File: config.mk
export PLATFORM = sky130hd
export DESIGN_NAME = agc_sim_flat
export DESIGN_NICKNAME = d
export VERILOG_FILES = /design/src/rtl/agc_pkg.sv /design/src/rtl/agc_sim_if.sv /design/src/rtl/agc_sync.sv /design/src/rtl/agc_sim.sv /design/src/flat_wrapper.sv
export SDC_FILE = /design/constraint.sdc
export NUM_CORES = 1
export LEC_CHECK = 0
export CORE_MARGIN = 2
export CORE_UTILIZATION = 29
export DETAILED_ROUTE_END_ITERATION = 10
export PLACE_DENSITY = 0.66
export SETUP_SLACK_MARGIN = 0.15
export SYNTH_ARGS = -nofsm -noshare
export SYNTH_HDL_FRONTEND = slang
export SYNTH_SLANG_ARGS = --single-unit
File: constraint.sdc
create_clock -name CLOCK -period 2.3 [get_ports CLOCK]
set_clock_uncertainty 0.05 [all_clocks]
set_input_delay 0.46 -clock CLOCK [delete_from_list [all_inputs] [get_ports CLOCK]]
set_output_delay 0.46 -clock CLOCK [all_outputs]
set_load 0.005 [all_outputs]
File: src/rtl/agc_pkg.sv
// agc_pkg: shared timepulse and word constants for the reduced AGC core
package agc_pkg;
   localparam int TP_COUNT   = 12;
   localparam int TP_CAPTURE = 5;
   localparam int WORD_W     = 16;
   typedef logic [TP_COUNT-1:0] tp_t;
   typedef logic [WORD_W-1:0]   word_t;
   localparam tp_t TP_RESET = tp_t'(1) << (TP_COUNT - 1);
endpackage

File: src/rtl/agc_sim_if.sv
// agc_sim_if: AGC control, write-bus, reserved-pulse and status signals
interface agc_sim_if
   import agc_pkg::*;
#(parameter int RSTCNT_W = 8);
   logic VCC, GND, STRT1, STRT2, MSTRTP, EXT, SBY, MSTP;
   logic WL01_n, WL02_n, WL03_n, WL04_n, WL05_n, WL06_n, WL07_n, WL08_n;
   logic WL09_n, WL10_n, WL11_n, WL12_n, WL13_n, WL14_n, WL15_n, WL16_n, WL15, WL16;
   logic ALGA, C24A, C25A, C26A, C27A, C28A, C29A, C30A;
   logic C37P, C38P, C39P, C40P, C41P, C42P, C43P, C44P;
   logic CHINC_n, EXTPLS, FETCH0, FETCH0_n, GEQZRO_n, INCSET_n, INHPLS, INKL;
   logic INKL_n, L15_n, MNHRPT, MONPCH, MONWBK, MTCSAI, OVNHRP, RCHAT_n;
   logic RCHBT_n, RELPLS, RUPTOR_n, S11, S12, SHANC_n, SHIFT, SHIFT_n;
   logic ST1, ST2, STFET1_n, STORE1_n, SUMA16_n, SUMB16_n, TSGU_n, XB7_n;
   logic XT0_n, XT1_n, XT2_n, XT3_n, XT4_n, XT5_n, XT6_n, YB0_n, YT0_n, n7XP14;
   tp_t                 T;
   word_t               G;
   logic                GOJAM, FUTEXT, STBY;
   logic [RSTCNT_W-1:0] RSTCNT;
   // Reserved pulses terminate here until the modules that consume them exist
   logic unused_sink;
   assign unused_sink = ^{VCC, GND, WL15, WL16,
      ALGA, C24A, C25A, C26A, C27A, C28A, C29A, C30A,
      C37P, C38P, C39P, C40P, C41P, C42P, C43P, C44P,
      CHINC_n, EXTPLS, FETCH0, FETCH0_n, GEQZRO_n, INCSET_n, INHPLS, INKL,
      INKL_n, L15_n, MNHRPT, MONPCH, MONWBK, MTCSAI, OVNHRP, RCHAT_n,
      RCHBT_n, RELPLS, RUPTOR_n, S11, S12, SHANC_n, SHIFT, SHIFT_n,
      ST1, ST2, STFET1_n, STORE1_n, SUMA16_n, SUMB16_n, TSGU_n, XB7_n,
      XT0_n, XT1_n, XT2_n, XT3_n, XT4_n, XT5_n, XT6_n, YB0_n, YT0_n, n7XP14};
   modport master (
      output VCC, GND, STRT1, STRT2, MSTRTP, EXT, SBY, MSTP,
      WL01_n, WL02_n, WL03_n, WL04_n, WL05_n, WL06_n, WL07_n, WL08_n,
      WL09_n, WL10_n, WL11_n, WL12_n, WL13_n, WL14_n, WL15_n, WL16_n, WL15, WL16,
      ALGA, C24A, C25A, C26A, C27A, C28A, C29A, C30A,
      C37P, C38P, C39P, C40P, C41P, C42P, C43P, C44P,
      CHINC_n, EXTPLS, FETCH0, FETCH0_n, GEQZRO_n, INCSET_n, INHPLS, INKL,
      INKL_n, L15_n, MNHRPT, MONPCH, MONWBK, MTCSAI, OVNHRP, RCHAT_n,
      RCHBT_n, RELPLS, RUPTOR_n, S11, S12, SHANC_n, SHIFT, SHIFT_n,
      ST1, ST2, STFET1_n, STORE1_n, SUMA16_n, SUMB16_n, TSGU_n, XB7_n,
      XT0_n, XT1_n, XT2_n, XT3_n, XT4_n, XT5_n, XT6_n, YB0_n, YT0_n, n7XP14,
      input T, G, GOJAM, FUTEXT, STBY, RSTCNT
   );
   modport slave (
      input VCC, GND, STRT1, STRT2, MSTRTP, EXT, SBY, MSTP,
      WL01_n, WL02_n, WL03_n, WL04_n, WL05_n, WL06_n, WL07_n, WL08_n,
      WL09_n, WL10_n, WL11_n, WL12_n, WL13_n, WL14_n, WL15_n, WL16_n, WL15, WL16,
      ALGA, C24A, C25A, C26A, C27A, C28A, C29A, C30A,
      C37P, C38P, C39P, C40P, C41P, C42P, C43P, C44P,
      CHINC_n, EXTPLS, FETCH0, FETCH0_n, GEQZRO_n, INCSET_n, INHPLS, INKL,
      INKL_n, L15_n, MNHRPT, MONPCH, MONWBK, MTCSAI, OVNHRP, RCHAT_n,
      RCHBT_n, RELPLS, RUPTOR_n, S11, S12, SHANC_n, SHIFT, SHIFT_n,
      ST1, ST2, STFET1_n, STORE1_n, SUMA16_n, SUMB16_n, TSGU_n, XB7_n,
      XT0_n, XT1_n, XT2_n, XT3_n, XT4_n, XT5_n, XT6_n, YB0_n, YT0_n, n7XP14,
      output T, G, GOJAM, FUTEXT, STBY, RSTCNT
   );
endinterface

File: src/rtl/agc_sync.sv
// agc_sync: multi-stage input synchroniser with asynchronous active-low clear
module agc_sync #(parameter int STAGES = 2) (
   input  logic clk,
   input  logic rst_n,
   input  logic d,
   output logic q
);
   logic [STAGES-1:0] sync_q, sync_d;
   always_comb sync_d = STAGES'({sync_q, d});
   always_ff @(posedge clk or negedge rst_n)
      if (!rst_n) sync_q <= '0;
      else        sync_q <= sync_d;
   assign q = sync_q[STAGES-1];
endmodule

File: src/rtl/agc_sim.sv
// agc_sim: timepulse ring, GOJAM restart, write-bus capture and extend flag
module agc_sim
   import agc_pkg::*;
#(
   parameter int SYNC_STAGES = 2,
   parameter int RSTCNT_W    = 8
) (
   input logic      CLOCK,
   input logic      SIM_RST_n,
   agc_sim_if.slave bus
);
   logic [5:0] raw, syn;
   logic start_s, ext_s, stop_s, hold;
   tp_t   t_q, t_d;
   word_t g_q, g_d, wl_n;
   logic  gojam_q, gojam_d, futext_q, futext_d, stby_q, stby_d;
   logic [RSTCNT_W-1:0] rstcnt_q, rstcnt_d;
   assign raw = {bus.MSTP, bus.SBY, bus.EXT, bus.MSTRTP, bus.STRT2, bus.STRT1};
   genvar i;
   for (i = 0; i < 6; i++) begin : g_sync
      agc_sync #(.STAGES(SYNC_STAGES)) u_sync (
         .clk(CLOCK), .rst_n(SIM_RST_n), .d(raw[i]), .q(syn[i])
      );
   end
   assign start_s = |syn[2:0];
   assign ext_s   = syn[3];
   assign stop_s  = |syn[5:4];
   assign wl_n = {bus.WL16_n, bus.WL15_n, bus.WL14_n, bus.WL13_n, bus.WL12_n, bus.WL11_n,
                  bus.WL10_n, bus.WL09_n, bus.WL08_n, bus.WL07_n, bus.WL06_n, bus.WL05_n,
                  bus.WL04_n, bus.WL03_n, bus.WL02_n, bus.WL01_n};
   // GOJAM only releases at a T12 edge so a restart always spans whole memory cycles
   always_comb begin
      hold     = stop_s & t_q[TP_COUNT-1];
      t_d      = hold ? t_q : {t_q[TP_COUNT-2:0], t_q[TP_COUNT-1]};
      stby_d   = hold;
      gojam_d  = start_s | (gojam_q & ~t_q[TP_COUNT-1]);
      rstcnt_d = (gojam_d & ~gojam_q & ~&rstcnt_q) ? rstcnt_q + RSTCNT_W'(1) : rstcnt_q;
      g_d      = gojam_q ? '0 : t_q[TP_CAPTURE-1] ? ~wl_n : g_q;
      futext_d = gojam_q ? 1'b0 : ext_s ? 1'b1 : futext_q;
   end
   always_ff @(posedge CLOCK or negedge SIM_RST_n)
      if (!SIM_RST_n) begin
         t_q      <= TP_RESET;
         gojam_q  <= 1'b0;
         g_q      <= '0;
         futext_q <= 1'b0;
         stby_q   <= 1'b0;
         rstcnt_q <= '0;
      end else begin
         t_q      <= t_d;
         gojam_q  <= gojam_d;
         g_q      <= g_d;
         futext_q <= futext_d;
         stby_q   <= stby_d;
         rstcnt_q <= rstcnt_d;
      end
   assign bus.T      = t_q;
   assign bus.GOJAM  = gojam_q;
   assign bus.G      = g_q;
   assign bus.FUTEXT = futext_q;
   assign bus.STBY   = stby_q;
   assign bus.RSTCNT = rstcnt_q;
endmodule

File: src/flat_wrapper.sv
// flat-port wrapper written by rule: the top's interface ports become plain ports
module agc_sim_flat import agc_pkg::*;
#(
   parameter int SYNC_STAGES = 2,
   parameter int RSTCNT_W    = 8
)
  (CLOCK, SIM_RST_n, bus_VCC, bus_GND, bus_STRT1, bus_STRT2, bus_MSTRTP, bus_EXT, bus_SBY, bus_MSTP, bus_WL01_n, bus_WL02_n, bus_WL03_n, bus_WL04_n, bus_WL05_n, bus_WL06_n, bus_WL07_n, bus_WL08_n, bus_WL09_n, bus_WL10_n, bus_WL11_n, bus_WL12_n, bus_WL13_n, bus_WL14_n, bus_WL15_n, bus_WL16_n, bus_WL15, bus_WL16, bus_ALGA, bus_C24A, bus_C25A, bus_C26A, bus_C27A, bus_C28A, bus_C29A, bus_C30A, bus_C37P, bus_C38P, bus_C39P, bus_C40P, bus_C41P, bus_C42P, bus_C43P, bus_C44P, bus_CHINC_n, bus_EXTPLS, bus_FETCH0, bus_FETCH0_n, bus_GEQZRO_n, bus_INCSET_n, bus_INHPLS, bus_INKL, bus_INKL_n, bus_L15_n, bus_MNHRPT, bus_MONPCH, bus_MONWBK, bus_MTCSAI, bus_OVNHRP, bus_RCHAT_n, bus_RCHBT_n, bus_RELPLS, bus_RUPTOR_n, bus_S11, bus_S12, bus_SHANC_n, bus_SHIFT, bus_SHIFT_n, bus_ST1, bus_ST2, bus_STFET1_n, bus_STORE1_n, bus_SUMA16_n, bus_SUMB16_n, bus_TSGU_n, bus_XB7_n, bus_XT0_n, bus_XT1_n, bus_XT2_n, bus_XT3_n, bus_XT4_n, bus_XT5_n, bus_XT6_n, bus_YB0_n, bus_YT0_n, bus_n7XP14, bus_T, bus_G, bus_GOJAM, bus_FUTEXT, bus_STBY, bus_RSTCNT);
  agc_sim_if #(.RSTCNT_W(RSTCNT_W)) bus_i ();
  input logic CLOCK;
  input logic SIM_RST_n;
  input wire logic [$bits(bus_i.VCC)-1:0] bus_VCC;
  input wire logic [$bits(bus_i.GND)-1:0] bus_GND;
  input wire logic [$bits(bus_i.STRT1)-1:0] bus_STRT1;
  input wire logic [$bits(bus_i.STRT2)-1:0] bus_STRT2;
  input wire logic [$bits(bus_i.MSTRTP)-1:0] bus_MSTRTP;
  input wire logic [$bits(bus_i.EXT)-1:0] bus_EXT;
  input wire logic [$bits(bus_i.SBY)-1:0] bus_SBY;
  input wire logic [$bits(bus_i.MSTP)-1:0] bus_MSTP;
  input wire logic [$bits(bus_i.WL01_n)-1:0] bus_WL01_n;
  input wire logic [$bits(bus_i.WL02_n)-1:0] bus_WL02_n;
  input wire logic [$bits(bus_i.WL03_n)-1:0] bus_WL03_n;
  input wire logic [$bits(bus_i.WL04_n)-1:0] bus_WL04_n;
  input wire logic [$bits(bus_i.WL05_n)-1:0] bus_WL05_n;
  input wire logic [$bits(bus_i.WL06_n)-1:0] bus_WL06_n;
  input wire logic [$bits(bus_i.WL07_n)-1:0] bus_WL07_n;
  input wire logic [$bits(bus_i.WL08_n)-1:0] bus_WL08_n;
  input wire logic [$bits(bus_i.WL09_n)-1:0] bus_WL09_n;
  input wire logic [$bits(bus_i.WL10_n)-1:0] bus_WL10_n;
  input wire logic [$bits(bus_i.WL11_n)-1:0] bus_WL11_n;
  input wire logic [$bits(bus_i.WL12_n)-1:0] bus_WL12_n;
  input wire logic [$bits(bus_i.WL13_n)-1:0] bus_WL13_n;
  input wire logic [$bits(bus_i.WL14_n)-1:0] bus_WL14_n;
  input wire logic [$bits(bus_i.WL15_n)-1:0] bus_WL15_n;
  input wire logic [$bits(bus_i.WL16_n)-1:0] bus_WL16_n;
  input wire logic [$bits(bus_i.WL15)-1:0] bus_WL15;
  input wire logic [$bits(bus_i.WL16)-1:0] bus_WL16;
  input wire logic [$bits(bus_i.ALGA)-1:0] bus_ALGA;
  input wire logic [$bits(bus_i.C24A)-1:0] bus_C24A;
  input wire logic [$bits(bus_i.C25A)-1:0] bus_C25A;
  input wire logic [$bits(bus_i.C26A)-1:0] bus_C26A;
  input wire logic [$bits(bus_i.C27A)-1:0] bus_C27A;
  input wire logic [$bits(bus_i.C28A)-1:0] bus_C28A;
  input wire logic [$bits(bus_i.C29A)-1:0] bus_C29A;
  input wire logic [$bits(bus_i.C30A)-1:0] bus_C30A;
  input wire logic [$bits(bus_i.C37P)-1:0] bus_C37P;
  input wire logic [$bits(bus_i.C38P)-1:0] bus_C38P;
  input wire logic [$bits(bus_i.C39P)-1:0] bus_C39P;
  input wire logic [$bits(bus_i.C40P)-1:0] bus_C40P;
  input wire logic [$bits(bus_i.C41P)-1:0] bus_C41P;
  input wire logic [$bits(bus_i.C42P)-1:0] bus_C42P;
  input wire logic [$bits(bus_i.C43P)-1:0] bus_C43P;
  input wire logic [$bits(bus_i.C44P)-1:0] bus_C44P;
  input wire logic [$bits(bus_i.CHINC_n)-1:0] bus_CHINC_n;
  input wire logic [$bits(bus_i.EXTPLS)-1:0] bus_EXTPLS;
  input wire logic [$bits(bus_i.FETCH0)-1:0] bus_FETCH0;
  input wire logic [$bits(bus_i.FETCH0_n)-1:0] bus_FETCH0_n;
  input wire logic [$bits(bus_i.GEQZRO_n)-1:0] bus_GEQZRO_n;
  input wire logic [$bits(bus_i.INCSET_n)-1:0] bus_INCSET_n;
  input wire logic [$bits(bus_i.INHPLS)-1:0] bus_INHPLS;
  input wire logic [$bits(bus_i.INKL)-1:0] bus_INKL;
  input wire logic [$bits(bus_i.INKL_n)-1:0] bus_INKL_n;
  input wire logic [$bits(bus_i.L15_n)-1:0] bus_L15_n;
  input wire logic [$bits(bus_i.MNHRPT)-1:0] bus_MNHRPT;
  input wire logic [$bits(bus_i.MONPCH)-1:0] bus_MONPCH;
  input wire logic [$bits(bus_i.MONWBK)-1:0] bus_MONWBK;
  input wire logic [$bits(bus_i.MTCSAI)-1:0] bus_MTCSAI;
  input wire logic [$bits(bus_i.OVNHRP)-1:0] bus_OVNHRP;
  input wire logic [$bits(bus_i.RCHAT_n)-1:0] bus_RCHAT_n;
  input wire logic [$bits(bus_i.RCHBT_n)-1:0] bus_RCHBT_n;
  input wire logic [$bits(bus_i.RELPLS)-1:0] bus_RELPLS;
  input wire logic [$bits(bus_i.RUPTOR_n)-1:0] bus_RUPTOR_n;
  input wire logic [$bits(bus_i.S11)-1:0] bus_S11;
  input wire logic [$bits(bus_i.S12)-1:0] bus_S12;
  input wire logic [$bits(bus_i.SHANC_n)-1:0] bus_SHANC_n;
  input wire logic [$bits(bus_i.SHIFT)-1:0] bus_SHIFT;
  input wire logic [$bits(bus_i.SHIFT_n)-1:0] bus_SHIFT_n;
  input wire logic [$bits(bus_i.ST1)-1:0] bus_ST1;
  input wire logic [$bits(bus_i.ST2)-1:0] bus_ST2;
  input wire logic [$bits(bus_i.STFET1_n)-1:0] bus_STFET1_n;
  input wire logic [$bits(bus_i.STORE1_n)-1:0] bus_STORE1_n;
  input wire logic [$bits(bus_i.SUMA16_n)-1:0] bus_SUMA16_n;
  input wire logic [$bits(bus_i.SUMB16_n)-1:0] bus_SUMB16_n;
  input wire logic [$bits(bus_i.TSGU_n)-1:0] bus_TSGU_n;
  input wire logic [$bits(bus_i.XB7_n)-1:0] bus_XB7_n;
  input wire logic [$bits(bus_i.XT0_n)-1:0] bus_XT0_n;
  input wire logic [$bits(bus_i.XT1_n)-1:0] bus_XT1_n;
  input wire logic [$bits(bus_i.XT2_n)-1:0] bus_XT2_n;
  input wire logic [$bits(bus_i.XT3_n)-1:0] bus_XT3_n;
  input wire logic [$bits(bus_i.XT4_n)-1:0] bus_XT4_n;
  input wire logic [$bits(bus_i.XT5_n)-1:0] bus_XT5_n;
  input wire logic [$bits(bus_i.XT6_n)-1:0] bus_XT6_n;
  input wire logic [$bits(bus_i.YB0_n)-1:0] bus_YB0_n;
  input wire logic [$bits(bus_i.YT0_n)-1:0] bus_YT0_n;
  input wire logic [$bits(bus_i.n7XP14)-1:0] bus_n7XP14;
  output wire logic [$bits(bus_i.T)-1:0] bus_T;
  output wire logic [$bits(bus_i.G)-1:0] bus_G;
  output wire logic [$bits(bus_i.GOJAM)-1:0] bus_GOJAM;
  output wire logic [$bits(bus_i.FUTEXT)-1:0] bus_FUTEXT;
  output wire logic [$bits(bus_i.STBY)-1:0] bus_STBY;
  output wire logic [$bits(bus_i.RSTCNT)-1:0] bus_RSTCNT;
  assign bus_i.VCC = bus_VCC;
  assign bus_i.GND = bus_GND;
  assign bus_i.STRT1 = bus_STRT1;
  assign bus_i.STRT2 = bus_STRT2;
  assign bus_i.MSTRTP = bus_MSTRTP;
  assign bus_i.EXT = bus_EXT;
  assign bus_i.SBY = bus_SBY;
  assign bus_i.MSTP = bus_MSTP;
  assign bus_i.WL01_n = bus_WL01_n;
  assign bus_i.WL02_n = bus_WL02_n;
  assign bus_i.WL03_n = bus_WL03_n;
  assign bus_i.WL04_n = bus_WL04_n;
  assign bus_i.WL05_n = bus_WL05_n;
  assign bus_i.WL06_n = bus_WL06_n;
  assign bus_i.WL07_n = bus_WL07_n;
  assign bus_i.WL08_n = bus_WL08_n;
  assign bus_i.WL09_n = bus_WL09_n;
  assign bus_i.WL10_n = bus_WL10_n;
  assign bus_i.WL11_n = bus_WL11_n;
  assign bus_i.WL12_n = bus_WL12_n;
  assign bus_i.WL13_n = bus_WL13_n;
  assign bus_i.WL14_n = bus_WL14_n;
  assign bus_i.WL15_n = bus_WL15_n;
  assign bus_i.WL16_n = bus_WL16_n;
  assign bus_i.WL15 = bus_WL15;
  assign bus_i.WL16 = bus_WL16;
  assign bus_i.ALGA = bus_ALGA;
  assign bus_i.C24A = bus_C24A;
  assign bus_i.C25A = bus_C25A;
  assign bus_i.C26A = bus_C26A;
  assign bus_i.C27A = bus_C27A;
  assign bus_i.C28A = bus_C28A;
  assign bus_i.C29A = bus_C29A;
  assign bus_i.C30A = bus_C30A;
  assign bus_i.C37P = bus_C37P;
  assign bus_i.C38P = bus_C38P;
  assign bus_i.C39P = bus_C39P;
  assign bus_i.C40P = bus_C40P;
  assign bus_i.C41P = bus_C41P;
  assign bus_i.C42P = bus_C42P;
  assign bus_i.C43P = bus_C43P;
  assign bus_i.C44P = bus_C44P;
  assign bus_i.CHINC_n = bus_CHINC_n;
  assign bus_i.EXTPLS = bus_EXTPLS;
  assign bus_i.FETCH0 = bus_FETCH0;
  assign bus_i.FETCH0_n = bus_FETCH0_n;
  assign bus_i.GEQZRO_n = bus_GEQZRO_n;
  assign bus_i.INCSET_n = bus_INCSET_n;
  assign bus_i.INHPLS = bus_INHPLS;
  assign bus_i.INKL = bus_INKL;
  assign bus_i.INKL_n = bus_INKL_n;
  assign bus_i.L15_n = bus_L15_n;
  assign bus_i.MNHRPT = bus_MNHRPT;
  assign bus_i.MONPCH = bus_MONPCH;
  assign bus_i.MONWBK = bus_MONWBK;
  assign bus_i.MTCSAI = bus_MTCSAI;
  assign bus_i.OVNHRP = bus_OVNHRP;
  assign bus_i.RCHAT_n = bus_RCHAT_n;
  assign bus_i.RCHBT_n = bus_RCHBT_n;
  assign bus_i.RELPLS = bus_RELPLS;
  assign bus_i.RUPTOR_n = bus_RUPTOR_n;
  assign bus_i.S11 = bus_S11;
  assign bus_i.S12 = bus_S12;
  assign bus_i.SHANC_n = bus_SHANC_n;
  assign bus_i.SHIFT = bus_SHIFT;
  assign bus_i.SHIFT_n = bus_SHIFT_n;
  assign bus_i.ST1 = bus_ST1;
  assign bus_i.ST2 = bus_ST2;
  assign bus_i.STFET1_n = bus_STFET1_n;
  assign bus_i.STORE1_n = bus_STORE1_n;
  assign bus_i.SUMA16_n = bus_SUMA16_n;
  assign bus_i.SUMB16_n = bus_SUMB16_n;
  assign bus_i.TSGU_n = bus_TSGU_n;
  assign bus_i.XB7_n = bus_XB7_n;
  assign bus_i.XT0_n = bus_XT0_n;
  assign bus_i.XT1_n = bus_XT1_n;
  assign bus_i.XT2_n = bus_XT2_n;
  assign bus_i.XT3_n = bus_XT3_n;
  assign bus_i.XT4_n = bus_XT4_n;
  assign bus_i.XT5_n = bus_XT5_n;
  assign bus_i.XT6_n = bus_XT6_n;
  assign bus_i.YB0_n = bus_YB0_n;
  assign bus_i.YT0_n = bus_YT0_n;
  assign bus_i.n7XP14 = bus_n7XP14;
  assign bus_T = bus_i.T;
  assign bus_G = bus_i.G;
  assign bus_GOJAM = bus_i.GOJAM;
  assign bus_FUTEXT = bus_i.FUTEXT;
  assign bus_STBY = bus_i.STBY;
  assign bus_RSTCNT = bus_i.RSTCNT;
  agc_sim #(.SYNC_STAGES(SYNC_STAGES), .RSTCNT_W(RSTCNT_W)) u_core (.CLOCK(CLOCK), .SIM_RST_n(SIM_RST_n), .bus(bus_i));
endmodule
==> flow_summary.ini <==
[status]
status = complete, no violations

[setup_path]
end_kind = output pin
required_ns = 1.79
crit_slowest_cell = clkdlybuf4s50_1
critPathKind = reg2out
cpPeakStageDelay_ns = 0.58
path_cells = clkdlybuf4s50_1
worstPathArrival_ns = 1.43
crit_buf_inv = 1
crit_family = buffers and inverters
startpoint_type = register
cp_max_fo = 8

[sta]
min_period_ns = 1.94
clock.fmax_ghz = 0.515
tightestPinTransition_ns = 0.535
hold_viol_final = 0
fin_ws_ns = 0.359
drv_slew = 0
finalCritPeriodShare_pct = 84.4
finalSetupViolations = 0
maxSlewHeadroom_pct = 64.3
tns_ns = 0
rsz0062_at_grt = false

[floorplanning]
core_um2 = 6420
row_count = 29
fp.dieW_um = 86.0
die_area_um2 = 7400
start_util_pct = 30.4
io_pins = 125
die_y_um = 86.0

[cts]
cts_root_buf = clkbuf_8
insertion_delay_ns = 0.29
post_cts_buffers = 0
postCtsHoldBufs = 0
clock-sinks = 51
cts_buffer_depth = 2
cts_inserted_buffers = 5
htree_num_levels = 2
cts_resized = 0
clk_pin_slew_ns = 0.08
cts_tree = done

[detailed_routing]
drt_first_pass_iters = 4
vias = 1279
drt-wirelength-per-cell_um = 12.4
drc = 0
ant_nets = 0
drt_iter0_drc = 21
detail_route.vias_per_cell = 4.32
finalWirelength_um = 3680

[layout]
area_delta_synth_final_pct = 41.9
nets = 306
drive_gt1_share_pct = 12.3
final_util_pct = 43.1
final_common_cell = clkdlybuf4s50_1
layout_common_cells = 61 x clkdlybuf4s50_1, 50 x dfrtp_1, 21 x nor2_1
diodes = 0

[worst_hold_path]
hold_class = in2async

[global_route]
grt_pass1_vias = 1270
grt_remaining_overflow = 0
antenna_found_initial = 0
grtUsageTotal_pct = 10.4
grt_max_degree = 31
grt_pass1_wl_um = 5980

[power]
cellLeakagePower_nw = 1.22
peakVddDrop_mv = 0.337
p_per_area_nw_per_um2 = 539

[placed_design]
numPortBuffers = 62
gp_congestion = 0.703
pre_cts_slack_ns = 0.568
dp_hpwl_um = 2660

[synthesis]
syn_nets = 238
synth-seq-area-share_pct = 65.4
yosys_warnings = 0
syn_area_per_cell_um2 = 12.9
syn_inst = 151
synth-seq-cells = 51
synthDistinctLibCells = 29
synth_area_um2 = 1950

[job]
cap_violations = 0
-- layout make-up --
type                            instances  area (um^2)
Sequential cell                        51         1280
Clock buffer                            6         82.6
Clock inverter                          1         5.00
Fill cell                             614         3650
Multi-Input combinational cell         77          582
Tap cell                               77         96.3
Inverter                               18         67.6
Timing Repair Buffer                   66          658
-- Yosys cell counts (all sizes together) --
| library cell | instances | share of area (%) |
|---|---|---|
| nor3 | 2 | 0.77 |
| nand4 | 1 | 0.32 |
| mux2i | 16 | 8.2 |
| nor4b | 1 | 0.45 |
| nor2 | 21 | 4.0 |
| dfstp | 1 | 1.3 |
| ha | 1 | 0.64 |
| o21a | 2 | 0.77 |
| a21boi | 1 | 0.38 |
| a21oi | 2 | 0.51 |
| dfrtp | 50 | 64 |
| o21ai | 2 | 0.51 |
| a41oi | 1 | 0.45 |
| nand2b | 1 | 0.32 |
| nand3 | 4 | 1.0 |
| and4 | 2 | 1.0 |
| xor2 | 1 | 0.45 |
| nor4 | 1 | 0.32 |
| a211oi | 1 | 1.0 |
| nor2b | 1 | 0.32 |
| buf | 5 | 1.3 |
| inv | 18 | 3.5 |
| mux2 | 11 | 6.3 |
| a31oi | 2 | 0.64 |
| xnor2 | 2 | 0.90 |
| and3 | 1 | 0.38 |
-- per-stage QoR --
stage / instance area, um^2 / total power (W) / instances / hold slack (ns)
after floorplan: 1950 / 0.000944 / 151 / 0.114
after global placement: 2680 / 0.00101 / 289 / 0.281
after detailed placement: 2680 / 0.00101 / 289 / 0.285
after CTS: 2770 / 0.00153 / 296 / 0.106
after global routing: 2770 / 0.00156 / 296 / 0.121
final: 2770 / 0.00149 / 296 / 0.0917
-- state kept, by name (all words and copies together) (netlist names) --
signal / flops
u_core.bus.FUTEXT: 1
u_core.bus.G: 16
u_core.bus.GOJAM: 1
u_core.bus.RSTCNT: 8
u_core.bus.STBY: 1
u_core.bus.T: 12
u_core.g_sync.u_sync.sync_q: 12
-- kinds of logic (layout without fill, tap and decap cells) --
group	after synthesis	after routing	share of synthesized area, %
AND/OR/NAND/NOR	35	35	8.98
flip-flops	51	51	65.4
adder cells (fa/ha/maj)	1	1	0.641
multiplexers	27	27	14.6
buffers and inverters	23	91	4.74
XOR/XNOR	3	3	1.35
AO/OA/AOI/OAI	11	11	4.29
-- power breakdown --
part / total, W / switching [W] / leakage, nW / internal, W
clock network: 0.000502 / 0.000266 / 0.0470 / 0.000236
registers: 0.000915 / 0.00000627 / 0.672 / 0.000909
logic: 0.0000757 / 0.0000302 / 0.501 / 0.0000455
total: 0.00149 / 0.000302 / 1.22 / 0.00119
-- worst paths after layout --
path | start | end | slack, ns | cells after the start
worst max-delay path | u_core.bus.GOJAM | bus_GOJAM | 0.36 | 1
worst min-delay path | SIM_RST_n | u_core.bus.RSTCNT[0] | 0.09 | 1
worst max register to register | u_core.bus.RSTCNT[0] | u_core.bus.RSTCNT[1] | 0.57 | 4
worst min register to register | u_core.g_sync[1].u_sync.sync_q[0] | u_core.g_sync[1].u_sync.sync_q[1] | 0.30 | 0
max in group asynchronous | SIM_RST_n | u_core.bus.T[11] | 1.50 | 2
min in group CLOCK | u_core.g_sync[1].u_sync.sync_q[0] | u_core.g_sync[1].u_sync.sync_q[1] | 0.30 | 0
-- routing by layer --
metal	GRT usage, %	up-vias	wire length, um
li1	-	628	-
met1	11.9	607	1580
met2	18.1	42	1800
met3	3.85	2	280
met4	3.03	0	19
met5	0	-	0
(Power assumes the default switching activity.)
